[src/rtl/fp_unit_arbiter_if.sv]
// Request/response and shared-unit signal bundle for fp_unit_arbiter.
// slave: the arbiter's view (consumes requests and unit status, drives the rest).
// master: the surrounding requesters and the shared unit.
interface fp_unit_arbiter_if #(
  parameter int NUM_REQ = 4
);
  logic [NUM_REQ-1:0]    req_valid;
  logic [32*NUM_REQ-1:0] req_dataa;
  logic [32*NUM_REQ-1:0] req_datab;
  logic [NUM_REQ-1:0]    req_ready;
  logic [NUM_REQ-1:0]    rsp_valid;
  logic [31:0]           rsp_result;
  logic                  rsp_err;
  logic                  unit_enable;
  logic [31:0]           unit_dataa;
  logic [31:0]           unit_datab;
  logic [31:0]           unit_result;
  logic                  unit_done;
  logic                  busy;

  modport slave (
    input  req_valid, req_dataa, req_datab, unit_result, unit_done,
    output req_ready, rsp_valid, rsp_result, rsp_err,
           unit_enable, unit_dataa, unit_datab, busy
  );

  modport master (
    output req_valid, req_dataa, req_datab, unit_result, unit_done,
    input  req_ready, rsp_valid, rsp_result, rsp_err,
           unit_enable, unit_dataa, unit_datab, busy
  );
endinterface

[src/rtl/fp_unit_arbiter.sv]
// Round-robin arbiter/sequencer that time-multiplexes one multi-cycle FP unit
// (enable/done handshake) among NUM_REQ requesters. Operands are latched at the
// accept edge and held while the unit runs; the result is routed back only to
// the requester that issued it.
// Optional watchdog, enabled by defining FP_ARB_WATCHDOG_EN: if the unit does not
// signal done within WDOG_CYCLES busy cycles, the operation completes with a
// quiet NaN and rsp_err set.
module fp_unit_arbiter #(
  parameter int NUM_REQ     = 4,
  parameter int GAP_CYCLES  = 1,
  parameter int WDOG_CYCLES = 255
) (
  input  logic              clk,
  input  logic              reset,
  fp_unit_arbiter_if.slave  bus
);

  localparam int IDX_W = $clog2(NUM_REQ);
  localparam int SUM_W = IDX_W + 1;
  localparam int GAP_W = (GAP_CYCLES > 1) ? $clog2(GAP_CYCLES) : 1;
  localparam logic [31:0] QNAN = 32'h7FC0_0000;

  if (NUM_REQ < 2 || NUM_REQ > 8) begin : g_bad_num_req
    $error("fp_unit_arbiter: NUM_REQ must be 2..8");
  end
  if (GAP_CYCLES < 1) begin : g_bad_gap
    $error("fp_unit_arbiter: GAP_CYCLES must be >= 1");
  end
  if (WDOG_CYCLES < 1) begin : g_bad_wdog
    $error("fp_unit_arbiter: WDOG_CYCLES must be >= 1");
  end

  typedef enum logic [1:0] {
    IDLE = 2'd0,
    BUSY = 2'd1,
    GAP  = 2'd2
  } state_t;

  state_t             state_reg;
  logic [IDX_W-1:0]   last_reg;
  logic [GAP_W-1:0]   gap_cnt_reg;
  logic [NUM_REQ-1:0] req_ready_reg;
  logic [NUM_REQ-1:0] rsp_valid_reg;
  logic [31:0]        rsp_result_reg;
  logic               unit_enable_reg;
  logic [31:0]        unit_dataa_reg;
  logic [31:0]        unit_datab_reg;
  logic               busy_reg;

  // Candidate list in priority order: slot k holds requester (last+1+k) mod NUM_REQ.
  logic [IDX_W-1:0]   cand_idx [NUM_REQ];
  logic [NUM_REQ-1:0] cand_vld;
  logic [31:0]        opa [NUM_REQ];
  logic [31:0]        opb [NUM_REQ];

  for (genvar gi = 0; gi < NUM_REQ; gi++) begin : g_cand
    logic [SUM_W-1:0] sum;
    assign sum          = {1'b0, last_reg} + SUM_W'(gi + 1);
    assign cand_idx[gi] = (sum >= SUM_W'(NUM_REQ)) ? IDX_W'(sum - SUM_W'(NUM_REQ))
                                                   : IDX_W'(sum);
    assign cand_vld[gi] = bus.req_valid[cand_idx[gi]];
    assign opa[gi]      = bus.req_dataa[32*gi +: 32];
    assign opb[gi]      = bus.req_datab[32*gi +: 32];
  end

  logic               grant_found;
  logic [IDX_W-1:0]   grant_idx;
  logic [NUM_REQ-1:0] grant_onehot;
  logic [NUM_REQ-1:0] last_onehot;

  // Pick the first valid candidate after the last served requester.
  always_comb begin
    grant_found = 1'b0;
    grant_idx   = '0;
    for (int k = NUM_REQ - 1; k >= 0; k--) begin
      if (cand_vld[k]) begin
        grant_found = 1'b1;
        grant_idx   = cand_idx[k];
      end
    end
  end

  assign grant_onehot = NUM_REQ'(1) << grant_idx;
  assign last_onehot  = NUM_REQ'(1) << last_reg;

`ifdef FP_ARB_WATCHDOG_EN
  localparam int WDOG_W = $clog2(WDOG_CYCLES + 1);
  logic [WDOG_W-1:0] wdog_cnt_reg;
  logic              rsp_err_reg;
  assign bus.rsp_err = rsp_err_reg;
`else
  assign bus.rsp_err = 1'b0;
`endif

  // Sequencer: accept in IDLE, run the unit in BUSY, enforce the enable-low gap in GAP.
  always_ff @(posedge clk) begin
    if (reset) begin
      state_reg       <= IDLE;
      last_reg        <= IDX_W'(NUM_REQ - 1);
      gap_cnt_reg     <= '0;
      req_ready_reg   <= '0;
      rsp_valid_reg   <= '0;
      rsp_result_reg  <= '0;
      unit_enable_reg <= 1'b0;
      unit_dataa_reg  <= '0;
      unit_datab_reg  <= '0;
      busy_reg        <= 1'b0;
`ifdef FP_ARB_WATCHDOG_EN
      wdog_cnt_reg    <= '0;
      rsp_err_reg     <= 1'b0;
`endif
    end else begin
      case (state_reg)
        IDLE: begin
          rsp_valid_reg <= '0;
`ifdef FP_ARB_WATCHDOG_EN
          rsp_err_reg   <= 1'b0;
`endif
          if (grant_found) begin
            unit_dataa_reg  <= opa[grant_idx];
            unit_datab_reg  <= opb[grant_idx];
            unit_enable_reg <= 1'b1;
            req_ready_reg   <= grant_onehot;
            last_reg        <= grant_idx;
            busy_reg        <= 1'b1;
            state_reg       <= BUSY;
`ifdef FP_ARB_WATCHDOG_EN
            wdog_cnt_reg    <= '0;
`endif
          end else begin
            req_ready_reg <= '0;
          end
        end

        BUSY: begin
          req_ready_reg <= '0;
          if (bus.unit_done) begin
            rsp_result_reg  <= bus.unit_result;
            rsp_valid_reg   <= last_onehot;
            unit_enable_reg <= 1'b0;
            gap_cnt_reg     <= GAP_W'(GAP_CYCLES - 1);
            state_reg       <= GAP;
          end
`ifdef FP_ARB_WATCHDOG_EN
          else if (wdog_cnt_reg == WDOG_W'(WDOG_CYCLES - 1)) begin
            // Unit never answered: complete with a quiet NaN and flag it.
            rsp_result_reg  <= QNAN;
            rsp_err_reg     <= 1'b1;
            rsp_valid_reg   <= last_onehot;
            unit_enable_reg <= 1'b0;
            gap_cnt_reg     <= GAP_W'(GAP_CYCLES - 1);
            state_reg       <= GAP;
          end else begin
            wdog_cnt_reg <= wdog_cnt_reg + WDOG_W'(1);
          end
`endif
        end

        GAP: begin
          // unit_done is ignored here so a lingering done cannot finish the next op.
          rsp_valid_reg <= '0;
`ifdef FP_ARB_WATCHDOG_EN
          rsp_err_reg   <= 1'b0;
`endif
          if (gap_cnt_reg == '0) begin
            busy_reg  <= 1'b0;
            state_reg <= IDLE;
          end else begin
            gap_cnt_reg <= gap_cnt_reg - GAP_W'(1);
          end
        end

        default: begin
          state_reg       <= IDLE;
          unit_enable_reg <= 1'b0;
          busy_reg        <= 1'b0;
        end
      endcase
    end
  end

  assign bus.req_ready   = req_ready_reg;
  assign bus.rsp_valid   = rsp_valid_reg;
  assign bus.rsp_result  = rsp_result_reg;
  assign bus.unit_enable = unit_enable_reg;
  assign bus.unit_dataa  = unit_dataa_reg;
  assign bus.unit_datab  = unit_datab_reg;
  assign bus.busy        = busy_reg;

endmodule
[src/flat_wrapper.sv]
// flat-port wrapper written by rule: the top's interface ports become plain ports
module fp_unit_arbiter_flat 
#(
  parameter int NUM_REQ     = 4,
  parameter int GAP_CYCLES  = 1,
  parameter int WDOG_CYCLES = 255
)
  (clk, reset, bus_req_valid, bus_req_dataa, bus_req_datab, bus_unit_result, bus_unit_done, bus_req_ready, bus_rsp_valid, bus_rsp_result, bus_rsp_err, bus_unit_enable, bus_unit_dataa, bus_unit_datab, bus_busy);
  fp_unit_arbiter_if #(.NUM_REQ(NUM_REQ)) bus_i ();
  input  logic clk;
  input  logic reset;
  input wire logic [$bits(bus_i.req_valid)-1:0] bus_req_valid;
  input wire logic [$bits(bus_i.req_dataa)-1:0] bus_req_dataa;
  input wire logic [$bits(bus_i.req_datab)-1:0] bus_req_datab;
  input wire logic [$bits(bus_i.unit_result)-1:0] bus_unit_result;
  input wire logic [$bits(bus_i.unit_done)-1:0] bus_unit_done;
  output wire logic [$bits(bus_i.req_ready)-1:0] bus_req_ready;
  output wire logic [$bits(bus_i.rsp_valid)-1:0] bus_rsp_valid;
  output wire logic [$bits(bus_i.rsp_result)-1:0] bus_rsp_result;
  output wire logic [$bits(bus_i.rsp_err)-1:0] bus_rsp_err;
  output wire logic [$bits(bus_i.unit_enable)-1:0] bus_unit_enable;
  output wire logic [$bits(bus_i.unit_dataa)-1:0] bus_unit_dataa;
  output wire logic [$bits(bus_i.unit_datab)-1:0] bus_unit_datab;
  output wire logic [$bits(bus_i.busy)-1:0] bus_busy;
  assign bus_i.req_valid = bus_req_valid;
  assign bus_i.req_dataa = bus_req_dataa;
  assign bus_i.req_datab = bus_req_datab;
  assign bus_i.unit_result = bus_unit_result;
  assign bus_i.unit_done = bus_unit_done;
  assign bus_req_ready = bus_i.req_ready;
  assign bus_rsp_valid = bus_i.rsp_valid;
  assign bus_rsp_result = bus_i.rsp_result;
  assign bus_rsp_err = bus_i.rsp_err;
  assign bus_unit_enable = bus_i.unit_enable;
  assign bus_unit_dataa = bus_i.unit_dataa;
  assign bus_unit_datab = bus_i.unit_datab;
  assign bus_busy = bus_i.busy;
  fp_unit_arbiter #(.NUM_REQ(NUM_REQ), .GAP_CYCLES(GAP_CYCLES), .WDOG_CYCLES(WDOG_CYCLES)) u_core (.clk(clk), .reset(reset), .bus(bus_i));
endmodule
[config.mk]
export PLATFORM = sky130hd
export DESIGN_NAME = fp_unit_arbiter_flat
export DESIGN_NICKNAME = d
export VERILOG_FILES = /design/src/rtl/fp_unit_arbiter_if.sv /design/src/rtl/fp_unit_arbiter.sv /design/src/flat_wrapper.sv
export SDC_FILE = /design/constraint.sdc
export NUM_CORES = 1
export LEC_CHECK = 0
export ABC_CLOCK_PERIOD_IN_PS = 3280
export BUFFER_PORTS_ARGS = -buffer_cell sky130_fd_sc_hd__buf_4
export CORE_AREA = 2 2 158 160
export DETAILED_ROUTE_END_ITERATION = 6
export DIE_AREA = 0 0 160 162
export GPL_ROUTABILITY_DRIVEN = 0
export MAX_ROUTING_LAYER = met4
export PLACE_DENSITY = 0.49
export SLEW_MARGIN = 20
export SYNTH_ARGS = -nofsm -noshare
export SYNTH_HDL_FRONTEND = slang
export SYNTH_SLANG_ARGS = --single-unit
[constraint.sdc]
create_clock -name clk -period 3.28 [get_ports clk]
set_input_delay 0.656 -clock clk [delete_from_list [all_inputs] [get_ports clk]]
set_output_delay 0.656 -clock clk [all_outputs]
set_load 0.02 [all_outputs]
==> results.cfg <==
[clock_network]
cts.sinks = 110
cts_root_buf = clkbuf_16
post_cts_resized = 0
post_cts_buffers = 0
clock_latency_ns = 0.37
h-tree-depth = 3
clk_pin_slew_ns = 0.08
clockBufferDepth = 2
numCtsBuffers = 9
hold_buffers = 0
cts_tree = built

[critical_path]
cp_max_fo = 25
crit_slowest_cell = dfxtp_1
crit_path_start_kind = flop
cp_data_arrival_time_ns = 3.25
critPathKind = flop to flop
cp_slowest_stage_delay_ns = 0.44
cp_cell_sequence = inv_1 -> ha_1 -> nor2_1 -> a21oi_1 -> mux2_2 -> a21oi_4 -> buf_12 -> buf_12 -> mux2_2 -> a221o_1
cp-end-kind = flop
crit_required_ns = 3.54

[synth]
async_flop_share_pct = 0
yosysSeqAreaShare_pct = 37.4
ys.flop_type = dfxtp_1
synth_top_area_cell = dfxtp_1
synth_cell_types = 35
synthTopCellsByArea = dfxtp_1, nand2_1, mux2_2
synth_edf_count = 0
synthCells = 652
syn_nets = 951
ys_ff_latch = 110
synth_area_per_cell_um2 = 9.04
yosys.area.top_type_share_pct = 37.4
synth_warnings = 0
synth.cell_area_um2 = 5890

[floorplan]
die-area_um2 = 25900
die_h_um = 162
rows = 57
initial_core_util_pct = 24.4
die_x_um = 160
io_pins = 402
placeableCoreArea_um2 = 24100

[route]
vias = 6108
vias_per_cell = 4.51
wirelength_mm = 24.0
drt_iter0_markers = 367
drc = 0
dr.pass1.iters = 6
postRouteAntennaNets = 0
wire_per_inst_um = 17.7

[timing]
rsz0062_at_grt = no
tightest_slew_ns = 0.752
timing.hold.ws_ns = 0.456
clock_skew_ns = 0.0136
drv_slew = 0
max_slew_margin_pct = 49.9
fin_crit_ns = 3.00
setup_viol = 0
tns_ns = 0
layout_setup_ws_ns = 0.282
hold_violations = 0
fmax_mhz = 334
finalCritPeriodShare_pct = 91.4

[place]
dp_hpwl_mm = 18.6
dpl_worst_slack_ns = 0.250
dpl.cell_count = 1339
portBuffers = 400

[finish]
most-common-layout-cells = buf_4, nand2_1, dfxtp_1
area_delta_synth_final_pct = 61.6
n_antenna_cell = 0
nets = 1325
final_cells = 1355
final_common_cell = buf_4
drive_above_1_share_pct = 49.5

[run]
maxCapViolCount = 0

[pwr]
power_leakage_nw = 4.39
total_power_mw = 4.91
powerDensity_nw_per_um2 = 515
peakVddDrop_v = 0.000214

[global_routing]
track_usage_pct = 18.0
grt-ovfl-total = 0
antenna_found_initial = 0
first_global_vias = 6089
grt_pass1_wl_mm = 35.2
grt_start_max_net_pins = 57

[outcome]
outcome = finished clean

[min_path]
holdCritPathClass = flop to flop
cells in the mapped netlist, types with 4 or more instances:
| master | number |
|---|---|
| a211o_1 | 4 |
| a21oi_1 | 41 |
| a221o_1 | 62 |
| buf_2 | 13 |
| buf_4 | 5 |
| buf_6 | 11 |
| clkbuf_1 | 27 |
| dfxtp_1 | 110 |
| ha_1 | 4 |
| mux2_2 | 65 |
| mux2i_1 | 65 |
| nand2_1 | 197 |
| nand2b_1 | 4 |
| nand3_1 | 5 |
| nor2_1 | 11 |
cell type report:
class                      count  area (um^2)
fill                        2561        14600
inverter                       3         11.3
multi-input combinational    482         3360
sequential                   110         2200
clock inverter                 7         77.6
tap                          324          405
timing repair buffer         420         3240
clock buffer                   9          225
path summary, 6_finish.rpt:
path | from | cells past startpoint | slack [ns] | end
hold reg to reg | u_core.bus.rsp_result[8] | 2 | 0.46 | u_core.bus.rsp_result[8]
hold / removal | u_core.bus.rsp_result[8] | 2 | 0.46 | u_core.bus.rsp_result[8]
setup reg to reg | u_core.last_reg[1] | 10 | 0.28 | u_core.bus.unit_dataa[26]
setup / recovery | u_core.last_reg[1] | 10 | 0.28 | u_core.bus.unit_dataa[26]
stage by stage:
stage | cell area (um^2) | util (%)
final | 9520 | 39.5
after global routing | 9520 | 39.5
after CTS | 9520 | 39.5
after detailed placement | 9220 | 38.2
after global placement | 9220 | 38.2
after floorplan | 5890 | -
power by group:
group          internal (mW)  switching [mW]  leakage (nW)
registers               1.56           0.137         0.905
logic                   1.06            1.01          3.34
clock network          0.545           0.603         0.144
total                   3.16            1.75          4.39
layer usage:
layer / track usage [%] / up-vias / wire length [um]
met3: 4.90 / 29 / 1840
met4: 5.53 / 0 / 473
li1: - / 3071 / -
met2: 31.4 / 262 / 12000
met1: 20.2 / 2746 / 9700
met5: - / - / 0
worst max-delay path, delay by kind of cell, from the launching register on:
| family | cells | cell delay [ns] |
|---|---|---|
| AO/OA/AOI/OAI | 3 | 0.64 |
| buffers and inverters | 3 | 0.60 |
| AND/OR/NAND/NOR | 1 | 0.06 |
| multiplexers | 2 | 0.74 |
| flip-flops | 1 | 0.44 |
| adder cells (fa/ha/maj) | 1 | 0.40 |
cell families (layout without fill, tap and decap cells):
family                   after synthesis  in the layout  synth area share (%)
AO/OA/AOI/OAI                        119            119                  16.7
other                                  1              1                0.0636
AND/OR/NAND/NOR                      228            228                  15.7
buffers and inverters                 60            439                  5.82
flip-flops                           110            110                  37.4
adder cells (fa/ha/maj)                4              4                 0.849
multiplexers                         130            130                  23.5
(Power assumes the default switching activity.)
